===== config.mk =====
export PLATFORM = sky130hd
export DESIGN_NAME = thermal_encoder_stream
export DESIGN_NICKNAME = d
export VERILOG_FILES = /design/src/rtl/thermal_encoder_stream.sv
export SDC_FILE = /design/constraint.sdc
export NUM_CORES = 1
export LEC_CHECK = 0
export ABC_AREA = 1
export CORE_ASPECT_RATIO = 1.25
export CORE_UTILIZATION = 55
export DETAILED_ROUTE_END_ITERATION = 12
export PLACE_DENSITY = 0.82
export SYNTH_ARGS = -nofsm -noshare
export SYNTH_HDL_FRONTEND = slang
export SYNTH_SLANG_ARGS = --single-unit

===== constraint.sdc =====
create_clock -name clk -period 2.5 [get_ports clk]
set_input_delay 0.75 -clock clk [delete_from_list [all_inputs] [get_ports clk]]
set_output_delay 0.75 -clock clk [all_outputs]
set_load 0.005 [all_outputs]

===== src/rtl/thermal_encoder_stream.sv =====
// Streaming thermometer / one-hot pixel encoder: one pixel per cycle in, PIXELS_PER_WORD
// codes packed per output word, with frame-end flush and a sticky frame-length error.
module thermal_encoder_stream #(
    parameter int DATA_WIDTH      = 8,
    parameter int LEVELS          = 8,
    parameter int PIXELS_PER_WORD = 4,
    parameter int FRAME_PIXELS    = 784,
    localparam int OUT_WIDTH      = LEVELS * PIXELS_PER_WORD
) (
    input  logic                  clk,
    input  logic                  rst_n,
    input  logic                  in_valid,
    output logic                  in_ready,
    input  logic [DATA_WIDTH-1:0] pixel_in,
    input  logic                  in_last,
    input  logic                  mode,
    output logic                  out_valid,
    input  logic                  out_ready,
    output logic [OUT_WIDTH-1:0]  encoded_out,
    output logic                  out_last,
    output logic                  frame_err
);

    localparam int STEP   = (1 << DATA_WIDTH) / LEVELS;
    localparam int THR_W  = DATA_WIDTH + 1;
    localparam int SLOT_W = (PIXELS_PER_WORD > 1) ? $clog2(PIXELS_PER_WORD) : 1;
    localparam int CNT_W  = (FRAME_PIXELS > 1) ? $clog2(FRAME_PIXELS) : 1;

    logic [LEVELS-1:0]    ge;
    logic [LEVELS-1:0]    onehot;
    logic [LEVELS-1:0]    code;
    logic [OUT_WIDTH-1:0] pack_q;
    logic [OUT_WIDTH-1:0] merged;
    logic [SLOT_W-1:0]    slot_q;
    logic [CNT_W-1:0]     pix_cnt_q;
    logic                 accept;
    logic                 cnt_at_end;
    logic                 frame_end;
    logic                 word_done;

    // Handshake: a pixel moves on in_valid && in_ready, a word on out_valid && out_ready;
    // the output register only refills when empty or being drained this same cycle, and
    // encoded_out/out_last are held while out_valid && !out_ready.
    assign in_ready = !out_valid || out_ready;
    assign accept   = in_valid && in_ready;

    // Thresholds are compared one bit wider so k*STEP = 2^DATA_WIDTH can never match.
    always_comb begin
        ge = '0;
        for (int k = 0; k < LEVELS; k++) begin
            ge[k] = ({1'b0, pixel_in} >= THR_W'((k + 1) * STEP));
        end
    end

    // The thermometer vector is monotonic, so its top set bit alone is the one-hot code.
    assign onehot = ge & ~{1'b0, ge[LEVELS-1:1]};
    assign code   = mode ? onehot : ge;

    assign cnt_at_end = (pix_cnt_q == CNT_W'(FRAME_PIXELS - 1));
    assign frame_end  = in_last || cnt_at_end;
    assign word_done  = (slot_q == SLOT_W'(PIXELS_PER_WORD - 1)) || frame_end;

    always_comb begin
        merged = pack_q;
        merged[int'(slot_q) * LEVELS +: LEVELS] = code;
    end

    always_ff @(posedge clk or negedge rst_n) begin
        if (!rst_n) begin
            out_valid   <= 1'b0;
            encoded_out <= '0;
            out_last    <= 1'b0;
            frame_err   <= 1'b0;
            pack_q      <= '0;
            slot_q      <= '0;
            pix_cnt_q   <= '0;
        end else begin
            if (out_valid && out_ready) begin
                out_valid <= 1'b0;
            end
            if (accept) begin
                // A load on the same edge as a consume overrides the clear above.
                if (word_done) begin
                    out_valid   <= 1'b1;
                    encoded_out <= merged;
                    out_last    <= frame_end;
                    pack_q      <= '0;
                    slot_q      <= '0;
                end else begin
                    pack_q <= merged;
                    slot_q <= slot_q + 1'b1;
                end
                pix_cnt_q <= frame_end ? '0 : pix_cnt_q + 1'b1;
                if (in_last != cnt_at_end) begin
                    frame_err <= 1'b1;
                end
            end
        end
    end

endmodule


# ---- Yosys cells after proc, flatten, opt, wreduce, memory -nomap -nowiden
# Cells that the tools add are included.
dict set report classes {
  add_sub_neg 3
  order_cmp 7
  n_eq_ne 3
  shift 2
  n_mux 8
  bitwise 2
  reduce_logical 8
}
# operator n
set ops {}
lappend ops {{$neg A5 Y33} 1}
lappend ops {{$shift A8 B33 Y32 const A} 1}
lappend ops {{$shiftx A8 B33 Y32} 1}
lappend ops {{$bwmux W32} 1}
lappend ops {{$ge A8 B8 Y1 const B} 4}
lappend ops {{$mux W32} 1}
lappend ops {{$ge A8 B7 Y1 const B} 2}
lappend ops {{$add A10 B1 Y10 const B} 1}
lappend ops {{$eq A10 B10 Y1 const B} 1}
lappend ops {{$mux W10} 1}
lappend ops {{$and A7 B8 Y8} 1}
lappend ops {{$ge A8 B6 Y1 const B} 1}
lappend ops {{$mux W8} 1}
lappend ops {{$not A6 Y8} 1}
lappend ops {{$reduce_and A2 Y1} 2}
lappend ops {{$logic_or A1 B1 Y1} 3}
lappend ops {{$mux W1} 3}
lappend ops {{$add A2 B1 Y2 const B} 1}
lappend ops {{$eq A2 B2 Y1 const B} 1}
lappend ops {{$logic_and A1 B1 Y1} 2}
lappend ops {{$mux W2} 1}
lappend ops {{$logic_not A1 Y1} 1}
lappend ops {{$ne A1 B1 Y1} 1}
dict set report totals {
  ff_bits 79
}

# ---- Depth between registers and ports, before layout
dict set report depth {
  ltp_word 7
  depth_mapped 12
}

# ---- Worst setup path before layout
# OpenSTA, ideal clock, no wires.
dict set report synth_path {
  kind {register to register}
  from {register pix_cnt_q[0]}
  to {register encoded_out[18]}
  setup_time_ps 65
  arrival_time_ps 1844
  slack_ps 591
  path_stages_with_launch 13
  period_less_slack_ps 1909
  path_cell_list {dfrtp_1 > ha_1 > inv_1 > nor4_1 > nand4_1 > ha_1 > inv_2 > nor2_4 > nor2_2 > buf_6 > buf_2 > nand2_1 > nand2_1}
}
dict set report synth_between {
  elab_chain_cells 4
}
# element line_no
set synth_lines {}
lappend synth_lines {{start, declared} 35} ;# logic [CNT_W-1:0] pix_cnt_q;
lappend synth_lines {{start signal, assigned} 93} ;# pix_cnt_q <= frame_end ? '0 : pix_cnt_q + 1'b1;
lappend synth_lines {{$eq A10 B10 Y1} 59} ;# assign cnt_at_end = (pix_cnt_q == CNT_W'(FRAME_PIXELS - 1));
lappend synth_lines {{$logic_or A1 B1 Y1} 60} ;# assign frame_end = in_last || cnt_at_end;
lappend synth_lines {{$logic_or A1 B1 Y1} 61} ;# assign word_done = (slot_q == SLOT_W'(PIXELS_PER_WORD - 1)) || frame_end;
lappend synth_lines {{$reduce_and A2 Y1 (no line)} n/a}
lappend synth_lines {{end signal, assigned} 85} ;# encoded_out <= merged;
lappend synth_lines {{end, declared} 19} ;# output logic [OUT_WIDTH-1:0] encoded_out,
# Every way passes these cells.
# A chain may end at the register's enable or synchronous reset.

# ---- Worst setup path in the final report
dict set report layout_path {
  from {input port out_ready}
  to {output port in_ready}
}
dict set report layout_between {
  elab_chain_cells 1
}
# element line_no
set layout_lines {}
lappend layout_lines {{start, declared} 18} ;# input logic out_ready,
lappend layout_lines {{$logic_or A1 B1 Y1} 44} ;# assign in_ready = !out_valid || out_ready;
lappend layout_lines {{end, declared} 13} ;# output logic in_ready,
# Every way passes these cells.

==> impl_metrics.tcl <==
set metrics [dict create \
    pwr-share-comb_pct 21.5 \
    syn_nets 483 \
    dp_hpwl_um 5920 \
    synth-warning-count 0 \
    yosysTopAreaCellShare_pct 53.4 \
    r2r_setup_slack_ns 0.25 \
    async_flop_share_pct 100 \
    nets 547 \
    clkPwrFrac_pct 32.5 \
    hold-worst-slack_ns 0.364 \
    syn2layout_area_growth_pct 24.1 \
    synth_edf_count 0 \
    cap_violations 0 \
    grt_max_degree 41 \
    n_fill_cell 528 \
    tightest_slew_ns 0.517 \
    dieArea_um2 7070 \
    synth-seq-cells 79 \
    fin_skew_ns 0.00827 \
    routed_via_density 5.29 \
    syn_inst 463 \
    wl_per_cell_um 13.6 \
    cts_made_buffers 9 \
    initial_core_util_pct 56.8 \
    cts_sinks 79 \
    totalWireLength_um 8410 \
    worstReg2RegEnd "encoded_out[29]$_DFFE_PN0P_" \
    final_common_cell "nand2_1" \
    cts_root_buffer "clkbuf_8" \
    antenna_found_initial 0 \
    fmax_ghz 0.437 \
    synthFlopType "dfrtp_1" \
    grt_util_all_layers_pct 25.9 \
    die_w_um 75.4 \
    yosys-top-cells-area "dfrtp_1 53%, nand2_1 20%, inv_1 4.1%" \
    fin_setup_tns_ns 0 \
    slowest_delay_ns 0.46 \
    gp_congestion 0.866 \
    core_area_um2 6520 \
    p_int_w 0.00221 \
    status "completed" \
    final_layout_size_suffix_gt1_share_pct 9.96 \
    mostFrequentLayoutCells "197 x nand2_1, 79 x dfrtp_1, 42 x clkdlybuf4s50_1" \
    cts.htree.levels 3 \
    startpoint "out_ready" \
    num_rows 33 \
    cts_tree "built" \
    synthDistinctLibCells 31 \
    r2r_cells 11 \
    start_kind "input port" \
    syn_area_per_cell_um2 8.00 \
    slew_headroom_pct 65.5 \
    synth_top_area_cell "dfrtp_1" \
    worst-path-buf-inv 3 \
    firstDrtPassIters 4 \
    finalSetupViolCount 0 \
    vias 3274 \
    cp_slowest_cell "clkdlybuf4s50_1" \
    ir_drop_mv 0.500 \
    clk_latency_ns 0.35 \
    drv_slew 0 \
    period_needed_ns 2.29 \
    fp.dieH_um 93.7 \
    cp_max_fo 2 \
    drtIter0Drc 253 \
    cp-end-kind "output port" \
    switching_power_w 0.000904 \
    power.total_w 0.00311 \
    finalHoldViolations 0 \
    antenna_cells 0 \
    overflow 0 \
    clock_path_buffers 2 \
    p_leak_nw 2.29 \
    rsz0062_at_grt "false" \
    numPortBuffers 44 \
    crit_required_ns 1.75 \
    antenna_left 0 \
    worstPathArrival_ns 1.54 \
    ioPinCount 50 \
    switching_share_pct 29.1 \
    drc 0 \
    grt_pass1_vias 3059 \
    syn_area_um2 3700 \
    timing.rr.start "pix_cnt_q[0]$_DFFE_PN0P_" \
    p_seq_share_pct 45.9 \
    holdBufCountCts 0 \
    power_density_nw_per_um2 677 \
    crit_chain "clkdlybuf4s50_1 > inv_1 > nand2_2 > dlygate4sd2_1" \
    path_clk_slew_ns 0.08 \
    yosysSeqAreaShare_pct 53.4 \
    min_period_over_period_pct 91.5 \
    hold_path.class "input port to asynchronous set/reset pin" \
    grt_pass1_wl_um 13500 \
    path_class "input port to output port" \
    crit_family "buffers and inverters" \
]
cell families after synthesis:
group	count (synthesis)	share of synthesized area [%]
buffers and inverters	60	7.10
AOI/OAI and AO/OA	54	8.38
DFF	79	53.4
and+or+nand+nor	263	28.9
xor gates and xnor gates	1	0.237
adders and majority gates	6	2.03
cell usage after synthesis, types with 4 or more instances:
master / instances
a21boi_1: 4
buf_2: 6
ha_1: 6
buf_4: 6
nand3_1: 17
dfrtp_1: 79
a21oi_1: 13
nand2_1: 197
o21ai_0: 23
nand4_1: 8
inv_1: 40
o22ai_1: 5
nor2_1: 26
worst max path at each step:
| stage | slack [ns] | endpoint | cells past startpoint |
|---|---|---|---|
| global placement | -0.04 | in_ready | 4 |
| finish | 0.21 | in_ready | 4 |
| detailed placement | -0.06 | in_ready | 4 |
| CTS | 0.20 | in_ready | 4 |
| global route | 0.09 | encoded_out[29]$_DFFE_PN0P_ | 11 |
| floorplan | 0.59 | encoded_out[18]$_DFFE_PN0P_ | 12 |
power groups by stage:
stage	clock network, W	logic [W]	registers (W)
after floorplan	0	0.000338	0.00145
after global placement	0	0.000652	0.00145
after detailed placement	0	0.000664	0.00145
after CTS	0.00103	0.000670	0.00143
after global routing	0.00107	0.000736	0.00144
final	0.00101	0.000669	0.00143
what timing repair did:
action                     in CTS  in global routing
setup buffers                   0                  0
setup endpoints to repair       1                  0
gates resized for setup         1                  0
metrics by stage:
step	area (um2)	worst slack (ns)	std cells	util [%]
2_1_floorplan	3700	0.591	463	-
3_3_place_gp	4380	-0.0394	603	67.1
3_5_place_dp	4380	-0.0604	603	67.1
4_1_cts	4590	0.201	619	70.4
5_1_grt	4590	0.0927	619	70.4
6_report	4590	0.213	619	70.4
worst register-to-register path: cells and delay by family, from the launching register on:
kind / cells / cell delay [ns]
flip-flops: 1 / 0.39
buffers and inverters: 3 / 0.35
AND/OR/NAND/NOR: 5 / 0.86
adder cells (fa/ha/maj): 2 / 0.42
AO/OA/AOI/OAI: 1 / 0.16
final cells by class:
class                   count  area (um2)  area share [%]
inverters                  44         165            3.60
clock inverters             4        52.6            1.14
well taps                  87         109            2.37
flip-flops and latches     79        1980            43.0
clock buffers              12         165            3.60
multi-input cells         324        1460            31.8
repair buffers             69         662            14.4
routing by layer:
layer / wire (um) / vias up / track usage (%)
met4: 140 / 0 / 9.41
met3: 376 / 17 / 5.47
li1: - / 1589 / -
met5: 0 / - / 0
met1: 3540 / 1583 / 31.6
met2: 4350 / 85 / 44.3
state kept, by name (all words and copies together), names as in the netlist:
signal	flops
encoded_out	32
frame_err	1
out_last	1
out_valid	1
pack_q	32
pix_cnt_q	10
slot_q	2
Note: power is estimated with default switching activity, not from simulation.
